[config.mk]
export PLATFORM = sky130hd
export DESIGN_NAME = mips_multicycle_control
export DESIGN_NICKNAME = d
export VERILOG_FILES = /design/src/rtl/mips_ctrl_pkg.sv /design/src/rtl/mips_ctrl_output_decode.sv /design/src/rtl/mips_multicycle_control.sv
export SDC_FILE = /design/constraint.sdc
export NUM_CORES = 1
export LEC_CHECK = 0
export ABC_CLOCK_PERIOD_IN_PS = 3300
export CAP_MARGIN = 5
export CORE_MARGIN = 1.5
export CORE_UTILIZATION = 50
export CTS_CLUSTER_DIAMETER = 150
export DETAILED_ROUTE_END_ITERATION = 7
export DONT_BUFFER_PORTS = 1
export SKIP_CTS_REPAIR_TIMING = 1
export SYNTH_ARGS = -nofsm -noshare
export SYNTH_HDL_FRONTEND = slang
export SYNTH_HIERARCHICAL = 1
export SYNTH_SLANG_ARGS = --single-unit
[constraint.sdc]
create_clock -name clk -period 3.3 [get_ports clk]
set_clock_uncertainty 0.15 [all_clocks]
set_input_delay 0.66 -clock clk [delete_from_list [all_inputs] [get_ports clk]]
set_output_delay 0.66 -clock clk [all_outputs]
set_load 0.01 [all_outputs]
[src/rtl/mips_ctrl_pkg.sv]
// Shared definitions for the multi-cycle MIPS main control unit.
// Build option: MIPS_ILLEGAL_OPCODE_TRAP_EN adds a sticky TRAP state and trap output.
package mips_ctrl_pkg;

    localparam int unsigned OPCODE_W    = 6;
    localparam int unsigned ALUOP_W     = 3;
    localparam int unsigned STATE_ENC_W = 4;

    localparam logic [OPCODE_W-1:0] OP_RTYPE = 6'b000000;
    localparam logic [OPCODE_W-1:0] OP_LW    = 6'b100011;
    localparam logic [OPCODE_W-1:0] OP_SW    = 6'b101011;
    localparam logic [OPCODE_W-1:0] OP_BEQ   = 6'b000100;
    localparam logic [OPCODE_W-1:0] OP_BNE   = 6'b000101;
    localparam logic [OPCODE_W-1:0] OP_J     = 6'b000010;
    localparam logic [OPCODE_W-1:0] OP_ADDI  = 6'b001000;
    localparam logic [OPCODE_W-1:0] OP_ANDI  = 6'b001100;
    localparam logic [OPCODE_W-1:0] OP_ORI   = 6'b001101;
    localparam logic [OPCODE_W-1:0] OP_SLTI  = 6'b001010;

    localparam logic [ALUOP_W-1:0] ALUOP_ADD   = 3'b000;
    localparam logic [ALUOP_W-1:0] ALUOP_SUB   = 3'b001;
    localparam logic [ALUOP_W-1:0] ALUOP_RTYPE = 3'b010;
    localparam logic [ALUOP_W-1:0] ALUOP_AND   = 3'b011;
    localparam logic [ALUOP_W-1:0] ALUOP_OR    = 3'b100;
    localparam logic [ALUOP_W-1:0] ALUOP_SLT   = 3'b101;

    typedef enum logic [STATE_ENC_W-1:0] {
        S_IDLE      = 4'd0,
        S_FETCH     = 4'd1,
        S_DECODE    = 4'd2,
        S_R_EXEC    = 4'd3,
        S_R_WB      = 4'd4,
        S_MEM_ADDR  = 4'd5,
        S_MEM_READ  = 4'd6,
        S_MEM_WB    = 4'd7,
        S_MEM_WRITE = 4'd8,
        S_BRANCH    = 4'd9,
        S_JUMP      = 4'd10,
        S_I_EXEC    = 4'd11,
        S_I_WB      = 4'd12,
        S_TRAP      = 4'd13,
        S_INVALID   = 4'd15
    } state_e;

    // Datapath control word produced from (state, latched opcode)
    typedef struct packed {
        logic               pc_write;
        logic               pc_write_cond;
        logic               branch_ne;
        logic [1:0]         pc_src;
        logic               i_or_d;
        logic               mem_read;
        logic               mem_write;
        logic               reg_write;
        logic               reg_dst;
        logic               mem_to_reg;
        logic               alu_src_a;
        logic [1:0]         alu_src_b;
        logic [ALUOP_W-1:0] alu_op;
`ifdef MIPS_ILLEGAL_OPCODE_TRAP_EN
        logic               trap;
`endif
    } ctrl_t;

    // ALU operation for the immediate-arithmetic group
    function automatic logic [ALUOP_W-1:0] i_exec_aluop(input logic [OPCODE_W-1:0] op);
        logic [ALUOP_W-1:0] r;
        case (op)
            OP_ANDI: r = ALUOP_AND;
            OP_ORI:  r = ALUOP_OR;
            OP_SLTI: r = ALUOP_SLT;
            default: r = ALUOP_ADD;
        endcase
        return r;
    endfunction

endpackage

[src/rtl/mips_ctrl_output_decode.sv]
// Combinational Moore decode: (state, latched opcode) -> datapath control word.
// Build option: MIPS_ILLEGAL_OPCODE_TRAP_EN drives the trap bit in TRAP.
module mips_ctrl_output_decode
    import mips_ctrl_pkg::*;
(
    input  state_e                state,
    input  logic [OPCODE_W-1:0]   opcode,
    output ctrl_t                 ctrl
);

    // Per-state enables; anything not set stays 0
    always_comb begin
        ctrl = '0;
        case (state)
            S_FETCH: begin
                ctrl.mem_read  = 1'b1;
                ctrl.alu_src_b = 2'b01;
                ctrl.alu_op    = ALUOP_ADD;
            end
            S_DECODE: begin
                ctrl.alu_src_b = 2'b11;
                ctrl.alu_op    = ALUOP_ADD;
            end
            S_R_EXEC: begin
                ctrl.alu_src_a = 1'b1;
                ctrl.alu_op    = ALUOP_RTYPE;
            end
            S_R_WB: begin
                ctrl.reg_write = 1'b1;
                ctrl.reg_dst   = 1'b1;
            end
            S_MEM_ADDR: begin
                ctrl.alu_src_a = 1'b1;
                ctrl.alu_src_b = 2'b10;
                ctrl.alu_op    = ALUOP_ADD;
            end
            S_MEM_READ: begin
                ctrl.mem_read = 1'b1;
                ctrl.i_or_d   = 1'b1;
            end
            S_MEM_WB: begin
                ctrl.reg_write  = 1'b1;
                ctrl.mem_to_reg = 1'b1;
            end
            S_MEM_WRITE: begin
                ctrl.mem_write = 1'b1;
                ctrl.i_or_d    = 1'b1;
            end
            S_BRANCH: begin
                ctrl.alu_src_a     = 1'b1;
                ctrl.alu_op        = ALUOP_SUB;
                ctrl.pc_write_cond = 1'b1;
                ctrl.pc_src        = 2'b01;
                ctrl.branch_ne     = opcode[0];
            end
            S_JUMP: begin
                ctrl.pc_write = 1'b1;
                ctrl.pc_src   = 2'b10;
            end
            S_I_EXEC: begin
                ctrl.alu_src_a = 1'b1;
                ctrl.alu_src_b = 2'b10;
                ctrl.alu_op    = i_exec_aluop(opcode);
            end
            S_I_WB: begin
                ctrl.reg_write = 1'b1;
            end
`ifdef MIPS_ILLEGAL_OPCODE_TRAP_EN
            S_TRAP: begin
                ctrl.trap = 1'b1;
            end
`endif
            default: ;
        endcase
    end

endmodule

[src/rtl/mips_multicycle_control.sv]
// Multi-cycle MIPS main control FSM: state and opcode registers plus next-state logic.
// Build option: MIPS_ILLEGAL_OPCODE_TRAP_EN routes unknown opcodes to a sticky TRAP state.
module mips_multicycle_control
    import mips_ctrl_pkg::*;
#(
    parameter int unsigned STATE_W = 4
) (
    input  logic                clk,
    input  logic                reset,
    input  logic [OPCODE_W-1:0] opcode,
    input  logic                mem_ready,
    output logic                pc_write,
    output logic                pc_write_cond,
    output logic                branch_ne,
    output logic [1:0]          pc_src,
    output logic                i_or_d,
    output logic                mem_read,
    output logic                mem_write,
    output logic                ir_write,
    output logic                reg_write,
    output logic                reg_dst,
    output logic                mem_to_reg,
    output logic                alu_src_a,
    output logic [1:0]          alu_src_b,
`ifdef MIPS_ILLEGAL_OPCODE_TRAP_EN
    output logic                trap,
`endif
    output logic [ALUOP_W-1:0]  ALUop
);

    logic [STATE_W-1:0]  state_q;
    logic [OPCODE_W-1:0] opcode_q;
    state_e              state_c;
    ctrl_t               ctrl_c;
    logic                fetch_done_c;

    function automatic logic [STATE_W-1:0] enc(input state_e s);
        return STATE_W'(s);
    endfunction

    // Interpret the state register; any bit above the encoding marks it invalid
    always_comb begin
        state_c = state_e'(state_q[STATE_ENC_W-1:0]);
        if ((state_q >> STATE_ENC_W) != '0) begin
            state_c = S_INVALID;
        end
    end

    // State and latched-opcode registers with inline next-state selection
    always_ff @(posedge clk or posedge reset) begin
        if (reset) begin
            state_q  <= '0;
            opcode_q <= '0;
        end else begin
            case (state_c)
                S_IDLE:      state_q <= enc(S_FETCH);
                S_FETCH:     state_q <= mem_ready ? enc(S_DECODE) : enc(S_FETCH);
                S_DECODE: begin
                    opcode_q <= opcode;
                    case (opcode)
                        OP_RTYPE:                         state_q <= enc(S_R_EXEC);
                        OP_LW, OP_SW:                     state_q <= enc(S_MEM_ADDR);
                        OP_BEQ, OP_BNE:                   state_q <= enc(S_BRANCH);
                        OP_J:                             state_q <= enc(S_JUMP);
                        OP_ADDI, OP_ANDI, OP_ORI, OP_SLTI: state_q <= enc(S_I_EXEC);
`ifdef MIPS_ILLEGAL_OPCODE_TRAP_EN
                        default:                          state_q <= enc(S_TRAP);
`else
                        default:                          state_q <= enc(S_FETCH);
`endif
                    endcase
                end
                S_R_EXEC:    state_q <= enc(S_R_WB);
                S_R_WB:      state_q <= enc(S_FETCH);
                S_MEM_ADDR:  state_q <= (opcode_q == OP_SW) ? enc(S_MEM_WRITE) : enc(S_MEM_READ);
                S_MEM_READ:  state_q <= mem_ready ? enc(S_MEM_WB) : enc(S_MEM_READ);
                S_MEM_WB:    state_q <= enc(S_FETCH);
                S_MEM_WRITE: state_q <= mem_ready ? enc(S_FETCH) : enc(S_MEM_WRITE);
                S_BRANCH:    state_q <= enc(S_FETCH);
                S_JUMP:      state_q <= enc(S_FETCH);
                S_I_EXEC:    state_q <= enc(S_I_WB);
                S_I_WB:      state_q <= enc(S_FETCH);
`ifdef MIPS_ILLEGAL_OPCODE_TRAP_EN
                S_TRAP:      state_q <= enc(S_TRAP);
`endif
                default:     state_q <= enc(S_IDLE);
            endcase
        end
    end

    mips_ctrl_output_decode u_decode (
        .state  (state_c),
        .opcode (opcode_q),
        .ctrl   (ctrl_c)
    );

    // Instruction fetch completes on the handshake cycle: latch IR and advance PC
    assign fetch_done_c  = (state_c == S_FETCH) && mem_ready;

    assign pc_write      = ctrl_c.pc_write | fetch_done_c;
    assign ir_write      = fetch_done_c;
    assign pc_write_cond = ctrl_c.pc_write_cond;
    assign branch_ne     = ctrl_c.branch_ne;
    assign pc_src        = ctrl_c.pc_src;
    assign i_or_d        = ctrl_c.i_or_d;
    assign mem_read      = ctrl_c.mem_read;
    assign mem_write     = ctrl_c.mem_write;
    assign reg_write     = ctrl_c.reg_write;
    assign reg_dst       = ctrl_c.reg_dst;
    assign mem_to_reg    = ctrl_c.mem_to_reg;
    assign alu_src_a     = ctrl_c.alu_src_a;
    assign alu_src_b     = ctrl_c.alu_src_b;
    assign ALUop         = ctrl_c.alu_op;
`ifdef MIPS_ILLEGAL_OPCODE_TRAP_EN
    assign trap          = ctrl_c.trap;
`endif

endmodule

Yosys cells after proc, flatten, opt, wreduce, memory -nomap -nowiden
Index checks and enable logic that the tools add are counted.

Bits in registers: 10. Bits in latches: 0. Bits in writable memories: 0. Bits in read-only memories: 0. Input port bits: 9. Output and inout port bits: 18. Memories: 0.

Add/sub/neg operators: 0. Multipliers: 0. Divide/modulo/power cells: 0. Order comparisons: 0. Equal/unequal tests: 25. Shift-type cells: 0. Muxes and demuxes: 19. Bitwise logic cells: 1. Reductions and logical operators: 12.

Operators by type and width (number): $eq 6x4->1 const B (7); $pmux 4 s8 (1); $eq 4x4->1 const B (5); $pmux 4 s5 (1); $eq 6x6->1 const B (3); $pmux 3 s3 (2); $eq 4x3->1 const B (4); $eq 6x3->1 const B (2); $reduce_or 2->1 (5); $mux 1 (9); $eq 4x2->1 const B (2); $mux 4 (2); $reduce_or 4->1 (2); $eq 6x2->1 const B (1); $logic_not 6->1 (1); $pmux 2 s3 (1); $reduce_or 6->1 (1); $eq 4x1->1 const B (1); $logic_not 4->1 (1); $mux 2 (2); $pmux 2 s2 (1); $reduce_or 3->1 (1); $logic_and 1x1->1 (1); $or 1x1->1 (1).

Logic depth before layout (Yosys ltp)
Word-level depth: 4. Gate-level depth with buffers: 4.

Hierarchy
Netlist, hierarchy kept.

By module, submodules not included: mips_multicycle_control (times used 1, cells each 59, area an instance 610.6 um^2, sequential area each 250.2 um^2); mips_ctrl_output_decode (times used 1, cells each 41, area an instance 265.3 um^2, sequential area each 0.0 um^2).

Worst setup path after synthesis
Ideal clock, no wire load.

Path type: register to output. From: register state_q[2] (netlist: state_c[2]). To: output port ALUop[1]. Arrival time: 1.494 ns. Data required time: 2.490 ns. Setup slack: 0.996 ns. Cell stages (with the launch flop): 5. Cell sequence: dfrtp_1 nand2b_1 buf_6 or4_4 o32ai_2.

Word-level cells in the longest chain between the ends: 2.

RTL lines: start: declaration (RTL line mips_multicycle_control.sv:31) `logic [STATE_W-1:0] state_q;`; start signal: assignment (RTL line mips_multicycle_control.sv:56) `S_IDLE: state_q <= enc(S_FETCH);`; start signal: assignment (RTL line mips_multicycle_control.sv:57) `S_FETCH: state_q <= mem_ready ? enc(S_DECODE) : enc(S_FETCH);`; start signal: assignment (RTL line mips_multicycle_control.sv:61) `OP_RTYPE: state_q <= enc(S_R_EXEC);`; $eq 4x4->1 / $eq 4x2->1 (equally long branches) (RTL line mips_ctrl_output_decode.sv:14) `case (state)`; $pmux 3 s3 (*) (RTL line mips_ctrl_output_decode.sv:14); end: declaration (RTL line mips_multicycle_control.sv:28) `output logic [ALUOP_W-1:0] ALUop`.

Every way passes the cells marked *; elsewhere a longest branch is shown, timed or not.

Worst setup path after layout
From: register state_q[3] (netlist: state_c[3]). To: output port ALUop[1].

The elaborated chain is that of the path after synthesis.

==> results.sh <==
export IMPL_syn_area_per_cell_um2=8.76
export IMPL_end_kind="output port"
export IMPL_finalInstanceArea_um2=901
export IMPL_fin_crit_ps=2900
export IMPL_netlist_area_leader_share_pct=28.6
export IMPL_drc_errors=0
export IMPL_ant_nets=0
export IMPL_required_ps=2490
export IMPL_clk_pin_slew_ps=70
export IMPL_syn_nets=109
export IMPL_grt_remaining_overflow=0
export IMPL_hp_class="input port to async pin"
export IMPL_grt_pass1_vias=731
export IMPL_cts_buffers=3
export IMPL_setup_viol=0
export IMPL_cts_sinks=10
export IMPL_hpwl_um=1310
export IMPL_peakVddDrop_mv=0.512
export IMPL_worstSkewPairLatency_ps=270
export IMPL_cp_max_fo=18
export IMPL_layout_common_cells="11 x nor2_1, 10 x dfrtp_1, 7 x mux2_2"
export IMPL_synthTopCellsByArea="dfrtp_1 29%, mux2_2 9.0%, nor2_1 4.7%"
export IMPL_antenna_found_initial=0
export IMPL_grt_first_pass_wirelength_um=3130
export IMPL_critPathKind="flop to output port"
export IMPL_io_buffers=0
export IMPL_root_buffer="clkbuf_4"
export IMPL_num_io_pins=27
export IMPL_cp_startpoint="state_c[3]"
export IMPL_yosys_area_top_type="dfrtp_1"
export IMPL_tightest_slew_ps=575
export IMPL_hold_viol=0
export IMPL_maxCapViolations=0
export IMPL_nFillCells=151
export IMPL_slowest_stage="dfrtp_1"
export IMPL_die_x_um=44.9
export IMPL_start_util_pct=55.6
export IMPL_max_slew_margin_pct=61.7
export IMPL_wl_um=1810
export IMPL_fin_nets=110
export IMPL_cts_tree="yes"
export IMPL_final_common_cell="nor2_1"
export IMPL_gr_usage_all_layers_pct=20.8
export IMPL_drive_gt1_share_pct=21.0
export IMPL_grt_max_degree=21
export IMPL_postLayoutCoreUtil_pct=57.1
export IMPL_r2r_end="opcode_q[0]"
export IMPL_vias=743
export IMPL_die_area_um2=2010
export IMPL_ys_warn_count=6
export IMPL_place_area_um2=865
export IMPL_syn_area_um2=876
export IMPL_critPathMaxStageDelay_ps=680
export IMPL_rows=14
export IMPL_drt_pass1_iter_count=4
export IMPL_die_height_um=44.9
export IMPL_r2r_start="state_c[1]"
export IMPL_postSynthCellCount=100
export IMPL_drtIter0Drc=12
export IMPL_rrSetupSlack_ps=1390
export IMPL_ys_seq_area_share_pct=28.6
export IMPL_slew_violations=0
export IMPL_arrival_ps=2090
export IMPL_status="finished clean"
export IMPL_p_leak_nw=0.345
export IMPL_crit_path_end="ALUop[1]"
export IMPL_clock_path_buffers=2
export IMPL_area_delta_synth_final_pct=2.86
export IMPL_rsz0062_at_grt="false"
export IMPL_ys_seq_elements=10
export IMPL_n_antenna_cell=0
export IMPL_via_per_inst=6.41
export IMPL_synth_cell_types=40
export IMPL_cts_max_level=1
export IMPL_finalCritPeriodShare_pct=87.8
export IMPL_core_um2=1580
export IMPL_powerDensity_nw_per_um2=832
export IMPL_routabilityCongestion=0.800
export IMPL_wire_per_inst_um=15.6
export IMPL_max_freq_mhz=345
export IMPL_reg2regPathDepth=2
export IMPL_fin_tns_setup_ps=0
export IMPL_cp_start_kind="flop"
export IMPL_worstPathCellList="nand2b_1, or4_4, o32ai_2"
-- layout make-up --
cell class | count | area, µm² | share of cell area [%]
clock buffer | 4 | 36.3 | 4.03
inverter | 4 | 15.0 | 1.67
multi-input combinational | 79 | 557 | 61.8
sequential | 10 | 250 | 27.8
tap | 16 | 20.0 | 2.22
timing repair buffer | 3 | 22.5 | 2.50
-- stage by stage --
stage               hold WS (ps)  power [W]  worst slack [ps]  std cells
detailed placement           381   0.000636               708        112
finish                       102   0.000750               404        116
CTS                          109   0.000749               403        116
global placement             379   0.000632               776        112
global route                 135   0.000813               222        116
floorplan                    345   0.000583               996        100
-- layer usage --
metal / global-route usage (%) / wire, µm
met3: 2.40 / 98
met4: 8.82 / 15
met2: 36.2 / 791
met5: 0 / 0
met1: 25.9 / 904
-- cells in the mapped netlist, drive strengths merged --
library cell,instances
and3,1
nor3,4
mux2,7
o221ai,1
dfrtp,10
o22ai,1
or3,2
nand3b,3
nand4b,2
a21oi,5
nor2,11
o21a,2
clkbuf,2
nor3b,1
or2,3
or2b,1
inv,4
nor4b,2
buf,5
nand2b,4
and2,2
or4,1
nor2b,5
o2bb2ai,1
a311oi,2
o32ai,1
o21ai,6
o211ai,1
a2111oi,1
nand3,1
or3b,2
nor4bb,1
a22o,1
nand2,2
xnor2,1
mux2i,1
-- where the power goes --
group	leakage [nW]	internal, W	switching [W]
Combinational	0.201	0.000180	0.000194
Clock	0.0210	0.0000670	0.0000450
Sequential	0.123	0.000177	0.0000870
-- flip-flops by register name, summed over array words and instances, names as in the netlist --
| name | cells |
|---|---|
| state_c | 4 |
| opcode_q | 6 |
-- worst min path at each step --
stage | from | to | slack [ps] | cells after the start
after floorplan | reset | opcode_q[0] | 350 | 1
after global placement | opcode_q[5] | opcode_q[5] | 380 | 1
after detailed placement | opcode_q[3] | opcode_q[3] | 380 | 1
after CTS | reset | opcode_q[4] | 110 | 1
after global routing | reset | opcode_q[4] | 130 | 1
final | reset | opcode_q[4] | 100 | 1
-- critical path, delay by kind of cell (launching register included) --
family             cells  cell delay (ps)
and+or+nand+nor        2              830
DFF                    1              680
AOI/OAI and AO/OA      1              310
-- logic make-up after synthesis --
kind of cell	synth area share (%)
simple gates	35.0
compound gates	17.4
buf+inv	7.86
flops	28.6
mux	10.1
xor+xnor	1.00
(Power assumes the default switching activity.)
